<file path="config.mk">
export PLATFORM = sky130hd
export DESIGN_NAME = trng_ctrl
export DESIGN_NICKNAME = d
export VERILOG_FILES = /design/src/rtl/trng_ctrl.sv
export SDC_FILE = /design/constraint.sdc
export NUM_CORES = 1
export LEC_CHECK = 0
export ABC_AREA = 1
export CAP_MARGIN = 10
export CELL_PAD_IN_SITES_DETAIL_PLACEMENT = 0
export CELL_PAD_IN_SITES_GLOBAL_PLACEMENT = 1
export CORE_MARGIN = 8
export CORE_UTILIZATION = 44
export DETAILED_ROUTE_END_ITERATION = 10
export DONT_BUFFER_PORTS = 1
export PLACE_DENSITY = 0.75
export SLEW_MARGIN = 40
export SYNTH_ARGS = -nofsm -noshare
export SYNTH_HDL_FRONTEND = slang
export SYNTH_SLANG_ARGS = --single-unit
</file>
<file path="constraint.sdc">
create_clock -name clk -period 1.45 [get_ports clk]
set_input_delay 0.145 -clock clk [delete_from_list [all_inputs] [get_ports clk]]
set_output_delay 0.145 -clock clk [all_outputs]
set_load 0.02 [all_outputs]
</file>
<file path="src/rtl/trng_ctrl.sv">
// rtl/trng_ctrl.sv - ring-oscillator TRNG sampling controller with word handshake
// Optional repetition-count health test enabled by macro TRNG_HEALTH_TEST_EN.
module trng_ctrl #(
    parameter int WORD_W        = 32,
    parameter int WARMUP_CYCLES = 256,
    parameter int SAMPLE_DIV    = 8,
    parameter int RCT_LIMIT     = 16
) (
    input  logic              clk,
    input  logic              rst_n,
    input  logic              start,
    input  logic              raw_bit,
    output logic              trng_en,
    output logic [WORD_W-1:0] word_data,
    output logic              word_valid,
    input  logic              word_ready,
    output logic              busy,
    output logic              health_fail
);

    localparam int WCW = $clog2(WARMUP_CYCLES + 1);
    localparam int DVW = $clog2(SAMPLE_DIV + 1);
    localparam int BCW = $clog2(WORD_W + 1);

    typedef enum logic [2:0] {
        IDLE,
        WARMUP,
        SAMPLE,
        HOLD,
        FAIL
    } state_t;

    state_t state, state_next;

    logic              sync1, sync2;
    logic [WCW-1:0]    warm_cnt;
    logic [DVW-1:0]    div_cnt;
    logic [BCW-1:0]    bit_cnt;
    logic [WORD_W-1:0] shreg;
    logic              word_done;
    logic              tick;
    logic              rct_hit;

    assign word_done = (bit_cnt == BCW'(WORD_W));
    assign tick      = (state == SAMPLE) && !word_done && (div_cnt == DVW'(SAMPLE_DIV - 1));
    assign busy      = (state != IDLE);

`ifdef TRNG_HEALTH_TEST_EN
    logic [7:0] rep_cnt;
    logic       last_bit;

    // rep_cnt == 0 means no bit seen yet this session; it carries across words.
    always_ff @(posedge clk or negedge rst_n) begin
        if (!rst_n) begin
            rep_cnt  <= 8'd0;
            last_bit <= 1'b0;
        end else if (state == IDLE) begin
            rep_cnt  <= 8'd0;
            last_bit <= 1'b0;
        end else if (tick) begin
            last_bit <= sync2;
            if (rep_cnt != 8'd0 && sync2 == last_bit) begin
                if (rep_cnt != 8'hFF) begin
                    rep_cnt <= rep_cnt + 8'd1;
                end
            end else begin
                rep_cnt <= 8'd1;
            end
        end
    end

    assign rct_hit     = (rep_cnt >= 8'(RCT_LIMIT));
    assign health_fail = (state == FAIL);
`else
    assign rct_hit     = 1'b0;
    assign health_fail = 1'b0;
`endif

    always_ff @(posedge clk or negedge rst_n) begin
        if (!rst_n) begin
            state <= IDLE;
        end else begin
            state <= state_next;
        end
    end

    always_comb begin
        state_next = state;
        case (state)
            IDLE: begin
                if (start) state_next = WARMUP;
            end
            WARMUP: begin
                if (!start)                                 state_next = IDLE;
                else if (warm_cnt == WCW'(WARMUP_CYCLES - 1)) state_next = SAMPLE;
            end
            SAMPLE: begin
                if (rct_hit)        state_next = FAIL;
                else if (!start)    state_next = IDLE;
                else if (word_done) state_next = HOLD;
            end
            HOLD: begin
                if (word_ready) state_next = start ? SAMPLE : IDLE;
            end
            FAIL: begin
                state_next = FAIL;
            end
            default: begin
                state_next = IDLE;
            end
        endcase
    end

    // Enable and valid are registered from the next state so they change with the state.
    always_ff @(posedge clk or negedge rst_n) begin
        if (!rst_n) begin
            sync1      <= 1'b0;
            sync2      <= 1'b0;
            trng_en    <= 1'b0;
            word_valid <= 1'b0;
            word_data  <= '0;
            warm_cnt   <= '0;
            div_cnt    <= '0;
            bit_cnt    <= '0;
            shreg      <= '0;
        end else begin
            sync1      <= raw_bit;
            sync2      <= sync1;
            trng_en    <= (state_next == WARMUP) || (state_next == SAMPLE) || (state_next == HOLD);
            word_valid <= (state_next == HOLD);
            case (state)
                IDLE: begin
                    warm_cnt <= '0;
                    div_cnt  <= '0;
                    bit_cnt  <= '0;
                    shreg    <= '0;
                end
                WARMUP: begin
                    warm_cnt <= warm_cnt + WCW'(1);
                end
                SAMPLE: begin
                    if (word_done) begin
                        if (state_next == HOLD) begin
                            word_data <= shreg;
                        end
                        bit_cnt <= '0;
                        div_cnt <= '0;
                    end else if (tick) begin
                        div_cnt <= '0;
                        shreg   <= {shreg[WORD_W-2:0], sync2};
                        bit_cnt <= bit_cnt + BCW'(1);
                    end else begin
                        div_cnt <= div_cnt + DVW'(1);
                    end
                end
                HOLD: begin
                    div_cnt <= '0;
                end
                FAIL: begin
                    bit_cnt <= '0;
                    shreg   <= '0;
                end
                default: begin
                    div_cnt <= '0;
                end
            endcase
        end
    end

endmodule

</file>
== Word level (Yosys, flattened, before mapping) ==
Index checks and enable logic that the tools add are counted.

* $add $sub $neg: 3
* Eq/ne operators: 13
* Muxes and demuxes: 18
* Reductions and logical operators: 14

{| class="wikitable"
|+ Operators by type and width
! kind !! number
|-
| $mux 32 || 2
|-
| $pmux 32 s2 || 1
|-
| $mux 3 || 6
|-
| $pmux 9 s2 || 1
|-
| $pmux 3 s5 || 1
|-
| $eq 3x2->1 const B || 4
|-
| $mux 6 || 2
|-
| $pmux 6 s2 || 1
|-
| $add 9x1->9 const B || 1
|-
| $eq 9x8->1 const B || 1
|-
| $mux 4 || 2
|-
| $pmux 4 s2 || 1
|-
| $add 6x1->6 const B || 1
|-
| $eq 3x1->1 const B || 2
|-
| $eq 6x6->1 const B || 1
|-
| $reduce_and 3->1 || 2
|-
| $add 4x1->4 const B || 1
|-
| $eq 4x3->1 const B || 1
|-
| $ne 2x2->1 const B || 2
|-
| $reduce_bool 2->1 || 2
|-
| $reduce_or 2->1 || 2
|-
| $eq 3x3->1 const B || 1
|-
| $logic_not 3->1 || 1
|-
| $ne 3x3->1 const B || 1
|-
| other kinds (6) || 8
|}

* Bits in registers: 90
* Bits of input ports: 5
* Output and inout port bits: 36
* Logic and storage cells: 58

== Longest topological paths before layout ==
Gate-level depths: netlist of the first run.

* Word-level depth: 7
* Depth in mapped cells: 11
* Gate-level depth less buffers: 11

== Worst setup path after synthesis of the first run ==
OpenSTA, ideal clock, no wires.

* Path kind: register to register
* Start: register warm_cnt[0]
* End: register word_valid
* Library setup time: 71 ps
* Arrival: 1451 ps
* Data required time: 1379 ps
* Setup slack: -73 ps
* Stages on the path, launching flop included: 11
* Buffers on the path: 0
* Clock period less this slack: 1523 ps
* Path through: dfrtp_1 > ha_1 > nand2_1 > nor2_1 > nand4_1 > nor2_1 > ha_1 > nand2_1 > o21ai_0 > nand2_1 > nor2_1

* Cells in the longest elaborated chain, start to end: 5

{| class="wikitable"
|+ RTL lines
! item !! RTL line !! text
|-
| start: declaration || 36 || <nowiki>logic [WCW-1:0] warm_cnt;</nowiki>
|-
| start signal: assignment || 139 || <nowiki>warm_cnt <= warm_cnt + WCW'(1);</nowiki>
|-
| $eq 9x8->1 || 95 || <nowiki>else if (warm_cnt == WCW'(WARMUP_CYCLES - 1)) state_next = SAMPLE;</nowiki>
|-
| $mux 3 || 95 ||
|-
| $mux 3 || 94 || <nowiki>if (!start) state_next = IDLE;</nowiki>
|-
| $pmux 3 s5 || 89 || <nowiki>case (state)</nowiki>
|-
| $eq 3x2->1 || 130 || <nowiki>word_valid <= (state_next == HOLD);</nowiki>
|-
| end signal: assignment || 130 ||
|-
| end: declaration || 15 || <nowiki>output logic word_valid,</nowiki>
|}

No other way between the ends.
A chain may end at the register's enable or synchronous reset.

== Worst setup path in the final report of the first run ==
Ends and elaborated chain as after synthesis.

==> results, run 1 <==
- The flow ran to the end, but the final reports show violations.
- The final reports fail on negative hold slack, negative setup slack.
- The mean post-synth cell area is 10.07 sq um.
- The tree is rooted in a clkbuf_8.
- The source of the worst register-to-register timing path is warm_cnt[0].
- The worst setup path is launched from a register.
- The pre-CTS setup slack is -126.4 ps.
- The number of routed nets with antenna violations is 0.
- The min-delay analysis places its worst path in the category in -> async.
- The area of the core is 8721 sq um.
- Subtracting the final worst setup slack from the clock period gives 1617 ps.
- After synthesis, the share of flip-flops with an asynchronous set or reset is 1.000.
- Tracing the worst setup path back leads to its startpoint at warm_cnt[0].
- The worst setup margin is -167.4 ps.
- The share of the Yosys chip area taken by registers is 0.5676.
- The maximum frequency from static timing analysis is 618.3 MHz.
- The reported leakage power is 2.231 nW.
- The kind of capture point of the worst setup path is a register.
- Including well taps, the total number of placed cells is 511.
- The maximum vdd ir drop is 0.0005313 V.
- Compared with the post-synthesis result, the final layout area differs by 27.72%.
- Leaving out fill and tap cells, the most frequent cells in the layout are dfrtp_1, inv_1, nand2_1, o21ai_2, buf_4.
- Across every metal layer, demand over resource in global routing totals 0.1253.
- The largest single stage delay on the critical path is 370 ps.
- The number of pins with negative max-slew slack in the final report was 0.
- The die width is 111.0 um.
- The largest individual stage delay along the critical path comes from the cell dfrtp_1.
- The detailed-route wire length on metal 1 is 3.913 mm.
- The clock latency on the worst-skew pair is 360 ps.
- The filler cell count in the final layout is 746.
- The cell count after synthesis came out at 394.
- The final weighted congestion in routability-driven placement is 0.7963.
- The final net count is 450.
- The CTS sink count is 90.
- The power density relative to cell area is 913.2 nW/um^2.
- The post-synthesis instance area is 3968 sq um.
- The average routed wire per standard cell is 15.35 um.
- Summing all flip-flop and latch instances after layout gives 2253 sq um.
- The die covers 12310 sq um.
- The worst slack on hold paths is -526.6 ps.
- The critical path is of the reg -> reg type.
- The top routing layer in use is met4.
- The leading area contributor after synthesis is dfrtp_1.
- The final cell count without fillers is 553.
- The total global routing overflow is 0.
- The number of violations reported at the end of detailed-routing iteration 0 is 142.
- Once layout is complete, the utilization of the core stands at 0.5811.
- The wire length of the first global-routing pass is 12.95 mm.
- The vertical extent of the die is 111.0 um.
- Among all flip-flop cells after synthesis, the most frequent one is dfrtp_1.
- Counting flops and latches in the post-synthesis netlist gives 90.
- The antenna diode count is 0.
- The clock transition at the register clock pins on the worst setup and hold paths after CTS is 90 ps.
- The data required time of the critical path is 1740 ps.
- The I/O pin count is 41.
- For this configuration, the core starts out at a cell density of 0.4549.
- Using the TritonRoute via totals, the vias-per-cell ratio works out to 4.958.
- The endpoint of the lowest-slack register-to-register path is word_valid.
- The detailed-routed wire length on met3 is 417 um.
- The pin count of the biggest net entering global routing is 91.
- The post-route cell area is 5067 sq um.
- Detailed routing inserted a total of 2742 vias.
- For the final database, setup skew stands at 9.821 ps.
- In this run the tool buffered the top-level ports with 0 buffer cells.
- The number of maximum-capacitance violations is 0.
- The multi-input combinational cells in the finished layout cover a total of 1667 sq um.
- Setup repair after global routing could not meet its margin everywhere.
- For this block, the routed nets add up to 8.490 mm of wire.
- Synthesis instantiated 26 different standard cells from the library.
- At the worst endpoint, the arrival time is 1910 ps.
- The critical path goes through ha_2 -> nand2_2 -> nor2_2 -> nand4_1 -> nor2_2 -> ha_2 -> nand2_2 -> o21ai_1 -> nand2_1 -> nor2_1.
- The number of synthesized flops with an enable pin is 0.
- For this run, the number of Yosys warnings is 0.
- The number of global-route vias before repair came to 2679.
- Yosys attributes the largest share of cell area to dfrtp_1, o21ai_2, nand2_1.
- In this run the register-to-register setup slack is -170 ps.
- The number of hold violations in the final report is 90.
- The top cell type's share of synthesized area is 0.5676.
- Wire segments on met2 add up to 4.045 mm in the final route.
- The fraction of final layout cells with drive strength greater than 1 is 0.3933.
- Detailed placement finished with a half-perimeter wire length of 4.971 mm.
- Counting cells, the worst reg-to-reg path comes to 10.
- The synthesized net count is 404.
- The post-cts hold buffer count is 1.
- The number of antenna violations at the first check in global routing is 0.
- The placement row count is 34.
- In this run the worst path has a maximum fanout of 3.
- The most frequent standard cell in the layout excluding fill and tap cells is dfrtp_1.
- The critical path ends at word_valid.
- For this run, the detailed router's first-pass iteration total came to 4.
- The clock tree from TritonCTS is done.
- The level count of the clock H-tree is 3.
- The maximum buffer depth of the clock tree is 2.
- In the routed design, unresolved DRC markers number 0.
- Of the available clock period, the critical path in the final layout requires 1.115.
- Setup violations remaining at the end of the flow were counted as 14.
- The TritonCTS buffer count is 9.
- In this run the cell area measured after placement is 4219 sq um.
==> cell usage after synthesis, drive strengths merged (2+ instances only) <==
master,number
dfrtp,90
nand2,82
o21ai,60
inv,57
nand3,27
o22ai,20
buf,17
nor2,17
nand4,7
ha,5
a21oi,4
xor2,3
or2,2
==> metal layers <==
| layer | up-vias | track usage |
|---|---|---|
| met2 | 42 | 0.1908 |
| met4 | 0 | 0.05586 |
| met3 | 10 | 0.03788 |
| li1 | 1373 | - |
| met1 | 1317 | 0.1600 |
| met5 | - | 0 |
==> worst max-delay path, delay by kind of cell, from the launching register on <==
kind / cells / cell delay, ps
AO/OA/AOI/OAI: 1 / 120
adder cells (fa/ha/maj): 2 / 380
flip-flops: 1 / 370
AND/OR/NAND/NOR: 7 / 680
==> through the flow <==
step                      power, mW  TNS, ps  hold slack [ps]
after floorplan               2.762   -50.89           -150.6
after global routing          4.808    -2720           -555.6
after detailed placement      2.870   -404.6           -145.6
after global placement        2.859   -111.6           -146.2
final                         4.628   -755.9           -526.6
after CTS                     4.652   -516.3           -544.9
==> how the worst min path moves through the flow <==
stage	startpoint	endpoint	slack, ps
detailed placement	rst_n	warm_cnt[2]	-150
global route	rst_n	shreg[30]	-560
floorplan	rst_n	bit_cnt[0]	-150
CTS	rst_n	word_data[4]	-540
finish	rst_n	warm_cnt[1]	-530
global placement	rst_n	warm_cnt[1]	-150
==> timing repair <==
item	in CTS	in global routing
cloned	0	8
endpoints found under the setup margin	6	79
pin swaps	0	19
setup buffers	0	17
resized for setup	7	79
hold endpoints to repair	91	90
==> report_power, final <==
group          switching [mW]  leakage (nW)  internal, mW  total [mW]
Clock                   0.951        0.0950         0.819        1.77
Sequential             0.0295          1.24          2.55        2.58
Combinational           0.140         0.894         0.137       0.277
==> cell type report <==
cell class	instances	area share
repair buffers	51	0.1153
well taps	108	0.02667
multi-input cells	231	0.3289
clock buffers	10	0.02519
inverters	57	0.04469
flip-flops and latches	90	0.4447
clock inverters	6	0.01457
==> sequential cells by signal, indices dropped and copies added (netlist names), 3 cells and up <==
| signal | cells |
|---|---|
| warm_cnt | 9 |
| state | 3 |
| div_cnt | 4 |
| bit_cnt | 6 |
| word_data | 32 |
| shreg | 32 |
==> kinds of logic after synthesis <==
| logic type | after synthesis | share of synthesized area |
|---|---|---|
| compound gates | 85 | 0.1444 |
| buf+inv | 74 | 0.09019 |
| fa+ha+maj | 5 | 0.01577 |
| simple gates | 136 | 0.1744 |
| xor+xnor | 3 | 0.006624 |
| flops | 90 | 0.5676 |
| other cells | 1 | 0.0009452 |
Note: power is estimated with default switching activity, not from simulation.
==> inputs of run 2 (changes only) <==
- HOLD_SLACK_MARGIN: unset -> 0.03
==> run 2 against run 1 <==
  * The run still ends with negative hold slack, negative setup slack left
  * Routed wire length up 0.15%
  * First-iteration DRC count up 2.8%
  * Total power about the same
  * Combinational power about the same
  * Clock skew up 0.53 ps
  * Core utilization up 0.11 points
  * Non-clock buffer count up 1
  * Cell area up 0.20%
==> results, run 2 (synthesis gave the netlist of run 1 again) <==
- The clock transition at the register clock pins on the worst setup and hold paths after CTS is 90 ps (about the same).
- In the layout the commonest cells are dfrtp_1, inv_1, nand2_1, o21ai_2, buf_4.
- The total detailed-routing wirelength is 8.503 mm (+0.15%).
- The number of violations reported at the end of detailed-routing iteration 0 came to 146 (+2.8%).
- The filler cell count in the final layout was 749 (+0.40%).
- The pin count of the biggest net entering global routing is 91 (unchanged).
- The depth of the worst register-to-register path is 11 (+1).
- The maximum frequency from static timing analysis came to 611.2 MHz (-1.1%).
- The total buffers and inverters traversed by the critical path is 0 (unchanged).
- The area of the core came to 8721 sq um (unchanged).
- The share of the clock period used by the worst path after layout was 1.128 (+0.01285).
- The total instance count after detailed placement was 511 (unchanged).
- The critical path's slowest cell is dfrtp_1.
- The number of antenna violations at the first check in global routing came to 0 (unchanged).
- The global-route total usage across every layer is 0.1254 (about the same).
- The total global routing overflow was 0 (unchanged).
- The final cell count without fillers is 554 (+0.18%).
- Counting stages on the worst path, the most repeated cell is nand2_2.
- Walking the worst path, the cells encountered are ha_2 -> nand2_2 -> nor2_2 -> nand4_1 -> nor2_2 -> ha_2 -> nand2_2 -> nand2_2 -> nand3_2 -> nand2_2 -> nand2_1.
- The maximum buffer depth of the clock tree is 2 (unchanged).
- The effective utilization at floorplan is 0.4549 (unchanged).
- The checks that failed: negative hold slack, negative setup slack.
- The clock tree from TritonCTS is done.
- The clock latency on the worst-skew pair came to 360 ps (about the same).
- The detailed-route DRC error count is 0 (unchanged).
- The endpoint of the lowest-slack register-to-register path is trng_en.
- The placement row count came to 34 (unchanged).
- The fraction of final layout cells with drive strength greater than 1 is 0.3924 (-0.0008817).
- The number of routed nets with antenna violations came to 0 (unchanged).
- The kind of cell adding the most delay to the critical path is simple AND/OR/NAND/NOR gates.
- The per-cell via count in the routed design is 4.982 (+0.47%).
- The source of the worst register-to-register timing path is warm_cnt[0].
- The largest registers in the layout are shreg x32, word_data x32, warm_cnt x9.
- The minimum clock period after layout is 1636 ps (+18.63 ps).
- The number of port buffers is 0 (unchanged).
- The average routed wire per standard cell came to 15.35 um (about the same).
- The final net count was 451 (+0.22%).
- The level count of the clock H-tree is 3 (unchanged).
- The TritonCTS buffer count is 9 (unchanged).
- The startpoint type of the worst setup path is a register.
- The maximum vdd ir drop is 0.0005316 V (about the same).
- The root buffer cell chosen for the clock tree is clkbuf_8.
- The vertical extent of the die is 111.0 um (unchanged).
- The total power after layout is 4.631 mW (about the same).
- The post-route cell area is 5077 sq um (+0.20%).
- The power density relative to cell area is 912.0 nW/um^2 (-0.13%).
- The final weighted congestion in routability-driven placement is 0.7963 (unchanged).
- The area enclosed by the die boundary came to 12310 sq um (unchanged).
- The post-cts hold buffer count is 2 (+1).
- The sum of negative setup slack is -830.4 ps (-74.50 ps).
- The CTS sink count is 90 (unchanged).
- The via count of the routed design came to 2760 (+0.66%).
- The area growth from synthesis to layout is 27.97%.
- The number of maximum-capacitance violations was 0 (unchanged).
- The antenna diode count is 0 (unchanged).
- The post-route core utilization is 0.5822 (+0.001147).
- The worst setup margin came to -186.0 ps (-18.63 ps).
- The arrival time of data at the critical path endpoint was 1880 ps (-30 ps).
- The largest stage delay on the critical path came to 370 ps (about the same).
- The number of hold violations in the final report came to 90 (unchanged).
- The register-to-register setup slack came to -190 ps (-20 ps).
- Setup repair after global routing could not meet its margin everywhere.
- The number of pins with negative max-slew slack in the final report is 0 (unchanged).
- The wire length of the first global-routing pass is 12.97 mm (+0.11%).
- STA classifies the critical path endpoint as a register.
- The worst slack on hold paths is -526.5 ps (+0.1060 ps).
- The die width is 111.0 um (unchanged).
- The type of the worst setup path is reg -> reg.
- The placed instance area came to 4219 sq um (unchanged).
- The worst hold path belongs to the class in -> async.
- The length of the first detailed-routing pass in iterations came to 4 (unchanged).
- The maximum net fanout on the critical path came to 3 (unchanged).
- The reported leakage power is 2.236 nW (+0.19%).
- The data required time of the critical path is 1700 ps (-40 ps).
- The pre-CTS setup slack came to -126.4 ps (unchanged).
- The number of global-route vias before repair is 2687 (+0.30%).
- The I/O pin count is 41 (unchanged).
- The most frequent standard cell in the layout excluding fill and tap cells is dfrtp_1.
- The flow ran to the end, but the final reports show violations.
- The final setup violation count is 14 (unchanged).
- The half-perimeter wire length after detailed placement was 4.971 mm (unchanged).
- The setup skew after layout came to 10.35 ps (+0.5334 ps).
run 2: worst max-delay path by stage:
stage                 from    endpoint  slack, ps  cells after the start
2_1_floorplan  warm_cnt[0]  word_valid        -30                     10
3_3_place_gp   warm_cnt[0]  word_valid        -50                     10
3_5_place_dp   warm_cnt[0]  word_valid       -130                     10
4_1_cts        warm_cnt[0]     trng_en       -140                     11
5_1_grt        warm_cnt[1]  word_valid       -310                     10
6_report       warm_cnt[0]     trng_en       -190                     11
run 2: repair_timing:
item,CTS,global route
cloned,0,8
endpoints found under the setup margin,6,79
buffers inserted,0,17
pin swaps,0,19
hold endpoints to repair,93,90
resized for setup,7,79
run 2: cell type report:
class / count / area (sq um) / share of cell area
Tap cell: 108 / 135.1 / 0.02661
Clock buffer: 10 / 127.6 / 0.02514
Sequential cell: 90 / 2253 / 0.4438
Timing Repair Buffer: 52 / 594.3 / 0.1171
Inverter: 57 / 226.5 / 0.04460
Multi-Input combinational cell: 231 / 1667 / 0.3282
Clock inverter: 6 / 73.82 / 0.01454
run 2: routing by layer:
metal | GRT usage | vias up | part of all wire
met2 | 0.1912 | 38 | 0.48
met4 | 0.05586 | 0 | 0.013
li1 | - | 1375 | -
met3 | 0.03788 | 10 | 0.046
met1 | 0.1600 | 1337 | 0.46
met5 | 0 | - | 0
run 2: report_power, final:
part	internal [mW]	total, mW	switching, mW
Sequential	2.55	2.58	0.0296
Clock	0.819	1.77	0.952
Combinational	0.138	0.278	0.140
